**config.mk**
```make
export PLATFORM = sky130hd
export DESIGN_NAME = uart_word_transmitter
export DESIGN_NICKNAME = d
export VERILOG_FILES = /design/src/rtl/uart_word_transmitter.sv
export SDC_FILE = /design/constraint.sdc
export NUM_CORES = 1
export LEC_CHECK = 0
export BUFFER_PORTS_ARGS = -buffer_cell sky130_fd_sc_hd__buf_2
export CORE_MARGIN = 5
export CORE_UTILIZATION = 55
export DETAILED_ROUTE_END_ITERATION = 6
export PLACE_DENSITY = 0.75
export RECOVER_POWER = 50
export SLEW_MARGIN = 20
export SYNTH_ARGS = -nofsm -noshare
export SYNTH_HDL_FRONTEND = slang
export SYNTH_SLANG_ARGS = --single-unit
```
**constraint.sdc**
```tcl
create_clock -name clock -period 2.4 [get_ports clock]
set_input_delay 0.12 -clock clock [delete_from_list [all_inputs] [get_ports clock]]
set_output_delay 0.12 -clock clock [all_outputs]
set_load 0.01 [all_outputs]
```
**src/rtl/uart_word_transmitter.sv**
```systemverilog
// uart_word_transmitter: buffers 16-bit words in a small FIFO and sends each
// word as two back-to-back 8N1 UART bytes, low byte first, LSB first.
`timescale 1ns/1ps
module uart_word_transmitter #(
   parameter int CLKS_PER_BIT = 868,
   parameter int FIFO_DEPTH   = 4
) (
   input  logic        clock,
   input  logic        reset,
   input  logic [15:0] in_data,
   input  logic        in_valid,
   output logic        in_ready,
   output logic        tx,
   output logic        busy
);

   localparam int PTR_W  = $clog2(FIFO_DEPTH);
   localparam int CNT_W  = PTR_W + 1;
   localparam int BAUD_W = $clog2(CLKS_PER_BIT);

   localparam logic [BAUD_W-1:0] BAUD_LAST  = BAUD_W'(CLKS_PER_BIT - 1);
   localparam logic [CNT_W-1:0]  FULL_COUNT = CNT_W'(FIFO_DEPTH);

   typedef enum logic [1:0] {
      IDLE,
      START,
      DATA,
      STOP
   } state_t;

   // FIFO storage and bookkeeping
   logic [15:0]      mem [FIFO_DEPTH];
   logic [PTR_W-1:0] wr_ptr;
   logic [PTR_W-1:0] rd_ptr;
   logic [CNT_W-1:0] count;
   logic [CNT_W-1:0] count_next;
   logic             push;
   logic             pop;
   logic             empty;
   logic [15:0]      head;

   // Serializer state
   state_t            state;
   logic [BAUD_W-1:0] baud_cnt;
   logic [2:0]        bit_cnt;
   logic [7:0]        shift;
   logic [7:0]        high_byte;
   logic              byte_sel;   // 0: low byte in flight, 1: high byte in flight
   logic              baud_done;

   assign empty     = (count == '0);
   assign push      = in_valid && in_ready;
   assign head      = mem[rd_ptr];
   assign baud_done = (baud_cnt == BAUD_LAST);
   assign busy      = !((state == IDLE) && empty);

   // Pop whenever the serializer is about to start a new word.
   always_comb begin
      // NOTE: every always_comb output gets a default first so no latch is inferred.
      pop = 1'b0;
      case (state)
         IDLE:    pop = !empty;
         STOP:    pop = baud_done && byte_sel && !empty;
         default: pop = 1'b0;
      endcase
   end

   // Next occupancy: a simultaneous push and pop leaves it unchanged.
   always_comb begin
      count_next = count;
      case ({push, pop})
         2'b10:   count_next = count + CNT_W'(1);
         2'b01:   count_next = count - CNT_W'(1);
         default: count_next = count;
      endcase
   end

   // FIFO pointers, occupancy and registered ready flag.
   always_ff @(posedge clock) begin
      if (reset) begin
         wr_ptr   <= '0;
         rd_ptr   <= '0;
         count    <= '0;
         in_ready <= 1'b1;
      end else begin
         if (push) wr_ptr <= wr_ptr + PTR_W'(1);
         if (pop)  rd_ptr <= rd_ptr + PTR_W'(1);
         count    <= count_next;
         in_ready <= (count_next != FULL_COUNT);
      end
   end

   // FIFO storage write.
   always_ff @(posedge clock) begin
      // NOTE: the storage array is deliberately left unreset; the pointers and
      // occupancy define which entries are valid, so resetting it buys nothing.
      if (push) mem[wr_ptr] <= in_data;
   end

   // Serializer FSM: start bit, eight data bits LSB first, stop bit, twice per word.
   always_ff @(posedge clock) begin
      if (reset) begin
         state     <= IDLE;
         tx        <= 1'b1;
         baud_cnt  <= '0;
         bit_cnt   <= '0;
         shift     <= '0;
         high_byte <= '0;
         byte_sel  <= 1'b0;
      end else begin
         case (state)
            IDLE: begin
               tx       <= 1'b1;
               baud_cnt <= '0;
               bit_cnt  <= '0;
               if (!empty) begin
                  shift     <= head[7:0];
                  high_byte <= head[15:8];
                  byte_sel  <= 1'b0;
                  tx        <= 1'b0;
                  state     <= START;
               end
            end

            START: begin
               if (baud_done) begin
                  baud_cnt <= '0;
                  bit_cnt  <= '0;
                  tx       <= shift[0];
                  shift    <= shift >> 1;
                  state    <= DATA;
               end else begin
                  baud_cnt <= baud_cnt + BAUD_W'(1);
               end
            end

            DATA: begin
               if (baud_done) begin
                  baud_cnt <= '0;
                  if (bit_cnt == 3'd7) begin
                     bit_cnt <= '0;
                     tx      <= 1'b1;
                     state   <= STOP;
                  end else begin
                     bit_cnt <= bit_cnt + 3'd1;
                     tx      <= shift[0];
                     shift   <= shift >> 1;
                  end
               end else begin
                  baud_cnt <= baud_cnt + BAUD_W'(1);
               end
            end

            STOP: begin
               if (baud_done) begin
                  baud_cnt <= '0;
                  if (!byte_sel) begin
                     // Low byte done: follow immediately with the high byte.
                     shift    <= high_byte;
                     byte_sel <= 1'b1;
                     tx       <= 1'b0;
                     state    <= START;
                  end else if (!empty) begin
                     // Word done and another is waiting: no idle gap.
                     shift     <= head[7:0];
                     high_byte <= head[15:8];
                     byte_sel  <= 1'b0;
                     tx        <= 1'b0;
                     state     <= START;
                  end else begin
                     state <= IDLE;
                  end
               end else begin
                  baud_cnt <= baud_cnt + BAUD_W'(1);
               end
            end

            default: begin
               tx    <= 1'b1;
               state <= IDLE;
            end
         endcase
      end
   end

endmodule
```
==> results by group, run 1 <==
Run status
  • Status: finished, final reports clean

Clocking
  • Max Buffers Root-to-Sink: 2
  • Clk slew on worst S/H paths: 0.11 ns
  • Clock Tree Root: clkbuf_8
  • Clock Latency Late Sink: 0.38 ns
  • Total clock buffers created by CTS: 9
  • H-tree depth: 3
  • CTS tree: yes
  • Clk sink count: 107

STA
  • Final hold slack: 0.0557 ns
  • Crit path time final: 2.39 ns
  • Post-route setup TNS: 0 ns
  • Peak Freq: 419 MHz
  • Final hold viol count: 0
  • Endpoints failing setup: 0
  • Post-route clock skew: 0.0181 ns
  • Slew margin rel.: 28.4%
  • Fin crit share: 99.5%
  • Slew Viols, Final: 0
  • Unrepaired setup endpoints after global routing: true
  • Worst slew pin tran: 1.07 ns

Yosys
  • Post-synthesis sequential area ratio: 59.2%
  • Net Count, Synth: 390
  • Count of cell types in the netlist: 58
  • Synthesis Warnings: 0
  • Synth Cell Area: 0.00470 mm^2
  • Synth Flop Type: edfxtp_1
  • Number of flops mapped to enable cells by yosys: 64
  • Synthesized flop and latch total: 107
  • Syn Inst Count: 358
  • Ys async rst share: 0%
  • Avg Cell Area, Syn: 13.1 um^2

Layout
  • Non-Filler Cell Area, Final: 0.00549 mm^2
  • Ratio of cells with drive above 1 in the final layout: 22.8%
  • Fin nets: 453
  • N_diodes: 0
  • Area growth syn-to-layout: 16.9%

Setup path
  • Critical path arrival: 2.67 ns
  • Startpoint Class: register
  • Critical Path Sink Type: register
  • Largest fanout on the critical path: 2
  • Worst path slowest cell: dfxtp_2
  • Crit path largest cell delay: 0.37 ns
  • Crit path cell chain: ha_4 > nor4b_4 > a41oi_2 > nor2_1 > ha_2 > inv_1 > fa_2 > xor2_1 > or3_1 > a21oi_2 > nand2b_1
  • Crit path kind: register to register
  • CP required: 2.68 ns

Route
  • DRC: 0
  • Vias: 3192
  • Initial DRC Count: 148
  • Via density: 6.01
  • Final ANT Viol Nets: 0
  • DR WL/cell: 17.5 um
  • Final WL: 9.30 mm
  • TritonRoute pass-1 iters: 4

Die
  • DIE AREA: 0.0105 mm^2
  • Die Y: 102 um
  • Core box area: 0.00826 mm^2
  • Initial Util: 56.9%
  • Row count: 33
  • Die width: 102 um
  • I/O pins: 22

Global route
  • First-pass GRT wire length: 15.8 mm
  • Initial antenna violation count: 0
  • Tot GR Track Use: 19.8%
  • Vias in the first global route: 3248
  • Grt ovf: 0
  • Largest net degree at the start of global routing: 34

Placement
  • Placed cell areas: 0.00509 mm^2
  • Port bufs: 21
  • Dpl hpwl: 6.23 mm
  • GPL Wtd Cong: 0.856

Power and ir drop
  • Power Total: 5950 uW
  • Peak supply drop: 739 uV
  • Power per cell area: 1080 mW/mm^2
  • Leakage: 0.00189 uW

Worst hold path
  • Min-delay worst type: primary input to register

Run
  • Max Cap Viol: 0
==> final cells by class <==
cell class                      count  area (um^2)
Sequential cell                   107         2790
Fill cell                         610         2770
Multi-Input combinational cell    222         1820
Timing Repair Buffer               70          483
Tap cell                          105          131
Clock buffer                        9          124
Clock inverter                      7          108
Inverter                           11         41.3
==> state kept, by name (all words and copies together) (netlist names), 2 cells and up, named ones only <==
register,cells
high_byte,8
bit_cnt,3
baud_cnt,10
mem,64
shift,8
state,2
count,3
wr_ptr,2
rd_ptr,2
==> metrics by stage <==
step	cells	worst slack, ns	util [%]
after floorplan	358	-0.00105	-
after global placement	494	0.0496	61.7
after detailed placement	494	-0.0174	61.7
after CTS	529	0.00305	66.7
after global routing	531	-0.128	66.5
final	531	0.0112	66.5
==> worst max-delay path: cells and delay by family, from the launching register on <==
kind,cells,cell delay [ns]
buf+inv,1,0.05
xor+xnor,1,0.16
fa+ha+maj,3,0.65
flops,1,0.37
simple gates,4,0.75
compound gates,2,0.32
==> routing by layer <==
metal | track usage [%] | wire [um] | vias up
met1 | 25.8 | 3910 | 1576
met2 | 33.8 | 4770 | 101
met5 | 0 | 0 | -
met3 | 4.30 | 550 | 8
li1 | - | - | 1507
met4 | 4.84 | 73 | 0
==> synth_stat cells (3+ instances only) <==
library cell,instances,share of area (%)
inv_1,11,0.88
mux2i_1,4,0.85
nor2_1,20,1.6
buf_4,3,0.48
mux4_2,16,7.7
dfxtp_1,43,18
or3_1,5,0.67
nor3_1,9,0.96
edfxtp_1,64,41
o31ai_1,4,0.64
o21ai_0,12,1.3
nand3_1,13,1.4
a311oi_1,6,1.1
and3_1,5,0.67
xor2_1,7,1.3
clkbuf_1,7,0.56
a21oi_1,21,2.2
a221oi_1,7,1.3
nand4_1,3,0.40
nor2b_1,4,0.53
nand2_1,21,1.7
xnor2_1,4,0.75
buf_2,6,0.64
ha_1,12,3.2
a21bo_2,6,1.3
nand2b_1,3,0.40
a31o_2,5,0.93
==> where the power goes <==
group,switching (uW),total (uW),internal [uW]
Combinational,1220,2250,1040
Sequential,189,2470,2280
Clock,696,1230,534
==> cells in the final DEF, fill, tap and decap left out, types with 3 or more instances in the layout <==
master and instances:
a21bo_2 6, a21oi_1 20, a221oi_1 7, a311oi_1 6
a31o_2 5, and3_1 5, buf_2 3, buf_4 31
clkbuf_1 20, clkbuf_8 9, dfxtp_1 39, dfxtp_2 4
dlygate4sd3_1 16, edfxtp_1 64, ha_1 9, inv_1 11
inv_8 4, mux2i_1 4, mux4_2 16, nand2_1 21
nand3_1 13, nand4_1 3, nor2_1 20, nor2b_1 4
nor3_1 9, o21ai_0 12, o31ai_1 4, or3_1 5
xnor2_1 4, xor2_1 7
==> cell families (layout without fill, tap and decap cells) <==
family,count (synthesis),in the layout,share of synthesized area (%)
buffers and inverters,29,97,2.72
XOR/XNOR,11,11,2.05
adder cells (fa/ha/maj),13,13,3.62
AND/OR/NAND/NOR,103,103,12.4
AO/OA/AOI/OAI,75,75,11.5
multiplexers,20,20,8.52
flip-flops,107,107,59.2
==> path summary, 6_finish.rpt <==
kind | startpoint | to | slack [ns] | cells past startpoint
worst max register to register | baud_cnt[1] | in_ready | 0.01 | 11
worst min-delay path | in_valid | wr_ptr[1] | 0.06 | 3
worst max-delay path | baud_cnt[1] | in_ready | 0.01 | 11
worst min register to register | bit_cnt[0] | bit_cnt[0] | 0.49 | 2
==> what timing repair did <==
item | in CTS | in global routing
gates cloned | 0 | 0
hold endpoints to repair | 64 | 0
gates resized for setup | 2 | 0
buffers inserted | 3 | 2
pin swaps | 2 | 1
setup endpoints to repair | 1 | 2
hold buffers | 16 | 0
No activity file was read; power rests on OpenSTA's default activity.
==> run 2: changes to the inputs <==
Settings changed: MAX_ROUTING_LAYER set to met4.
==> run 2 against run 1 <==
Net effect:
- final cell count is the same
- total power about the same
- count of clock-buffer cells in the layout is the same
- clock skew decreased by 0.0041 ns
- highest routed layer unchanged
- critical path depth stayed put
- wire length barely moved
- cell area unchanged
- core utilization unchanged
- largest cell class unchanged
- register-to-register slack hardly changed
==> results by group, run 2 (synthesis gave the netlist of run 1 again) <==
Power and ir drop
  • Peak supply drop: 738 uV (-0.15%)
  • Power per cell area: 1080 mW/mm^2 (about the same)
  • Leakage: 0.00189 uW (unchanged)

Layout
  • Core Util, Final: 66.5% (unchanged)
  • Fin nets: 453 (unchanged)
  • Biggest register: mem
  • Largest register FFs: 64 (unchanged)
  • Area growth syn-to-layout: 16.9% (unchanged)
  • Ratio of cells with drive above 1 in the final layout: 22.8% (unchanged)
  • Non-Filler Cell Area, Final: 0.00549 mm^2 (unchanged)
  • Final cell count without fillers: 531 (unchanged)
  • Most frequent cells in the layout: edfxtp_1, dfxtp_1, buf_4, nand2_1
  • Biggest regs: mem x64, baud_cnt x10
  • Most common cell after layout, fill and taps aside: edfxtp_1
  • Layout fillers: 610 (unchanged)
  • N_diodes: 0 (unchanged)

Global route
  • Initial antenna violation count: 0 (unchanged)
  • Vias in the first global route: 3260 (+0.37%)
  • Tot GR Track Use: 20.4% (+0.60 points)
  • Largest net degree at the start of global routing: 34 (unchanged)
  • First-pass GRT wire length: 15.8 mm (-0.18%)
  • Grt ovf: 0 (unchanged)

Clocking
  • Clock Tree Root: clkbuf_8
  • Clk slew on worst S/H paths: 0.12 ns (about the same)
  • Clk sink count: 107 (unchanged)
  • Max Buffers Root-to-Sink: 2 (unchanged)
  • Clock Latency Late Sink: 0.37 ns (about the same)
  • Total clock buffers created by CTS: 9 (unchanged)
  • CTS tree: yes
  • H-tree depth: 3 (unchanged)

Route
  • DRC: 0 (unchanged)
  • DR WL/cell: 17.5 um (about the same)
  • Final WL: 9.31 mm (about the same)
  • Initial DRC Count: 154 (+4.1%)
  • Vias: 3192 (unchanged)
  • Via density: 6.01 (unchanged)
  • Final ANT Viol Nets: 0 (unchanged)
  • TritonRoute pass-1 iters: 7 (+3)

STA
  • Fin crit share: 100% (+0.42 points)
  • Slew margin rel.: 28.7% (+0.24 points)
  • Worst slew pin tran: 1.07 ns (-0.00359 ns)
  • Slew Viols, Final: 0 (unchanged)
  • Final hold viol count: 0 (unchanged)
  • Unrepaired setup endpoints after global routing: true
  • Endpoints failing setup: 0 (unchanged)
  • Crit path time final: 2.40 ns (+0.0100 ns)
  • Post-route clock skew: 0.0140 ns (-0.00412 ns)
  • Peak Freq: 417 MHz (-0.42%)

Setup path
  • Critical path arrival: 2.68 ns (about the same)
  • Largest fanout on the critical path: 2 (unchanged)
  • Crit path kind: register to register
  • Critical Path Sink Type: register
  • Startpoint Class: register
  • CP required: 2.68 ns (about the same)

Die
  • Core box area: 0.00826 mm^2 (unchanged)
  • I/O pins: 22 (unchanged)
  • Die Y: 102 um (unchanged)
  • Row count: 33 (unchanged)
  • Die width: 102 um (unchanged)
  • DIE AREA: 0.0105 mm^2 (unchanged)
  • Initial Util: 56.9% (unchanged)

Placement
  • Dpl hpwl: 6.23 mm (unchanged)
  • Placed cell areas: 0.00509 mm^2 (unchanged)
  • Port bufs: 21 (unchanged)
  • Placed cell count: 494 (unchanged)
  • GPL Wtd Cong: 0.869 (+1.6%)

Worst hold path
  • Min-delay worst type: primary input to register

Run
  • Max Cap Viol: 0 (unchanged)

Run status
  • Status: finished, final reports clean
[run 2: final cells by class]
type	instances	area, um^2	area share (%)
Sequential cell	107	2790	50.8
Timing Repair Buffer	70	483	8.79
Multi-Input combinational cell	222	1820	33.1
Clock buffer	9	124	2.26
Tap cell	105	131	2.39
Inverter	11	41.3	0.752
Clock inverter	7	108	1.96
[run 2: power by group]
| group | internal, uW | total, uW | switching, uW |
|---|---|---|---|
| registers | 2280 | 2470 | 189 |
| clock network | 534 | 1230 | 693 |
| logic | 1040 | 2250 | 1220 |
[run 2: metrics by stage]
step / power (uW) / setup TNS (ns) / setup WS (ns) / hold slack (ns)
floorplan: 4100 / -0.00105 / -0.00105 / 0.189
finish: 5950 / 0 / 0.00116 / 0.0554
global route: 6330 / -0.144 / -0.128 / 0.0364
detailed placement: 4670 / -0.0174 / -0.0174 / 0.337
CTS: 5950 / 0 / 0.00305 / 0.0359
global placement: 4590 / 0 / 0.0496 / 0.330
[run 2: timing repair]
action,in CTS,in global routing
pin swaps,2,1
endpoints found under the hold margin,64,0
resized for setup,2,0
setup buffers,3,2
hold buffers,16,0
setup endpoints to repair,1,2
[run 2: worst max-delay path, stage by stage, from the launching register on]
cell and delay [ns]:
dfxtp_2 0.37, ha_4 0.13, nor4b_4 0.22, a41oi_2 0.18, nor2_1 0.14, ha_2 0.19
inv_1 0.05, fa_2 0.33, xor2_1 0.16, or3_1 0.32, a21oi_2 0.14, nand2b_1 0.07
[run 2: worst paths after layout]
path,from,to,slack [ns],cells after the start
max,baud_cnt[1],in_ready,0.001,11
min,in_valid,wr_ptr[1],0.06,3
max reg2reg,baud_cnt[1],in_ready,0.001,11
min reg2reg,bit_cnt[0],bit_cnt[0],0.49,2
[run 2: routing by layer]
metal	global-route usage, %	share of wire (%)	wire length [um]	vias up
li1	-	-	-	1503
met1	25.7	44	4080	1597
met2	33.8	50	4700	83
met3	4.30	4.7	437	9
met4	4.84	0.97	90	0
met5	-	0	0	-
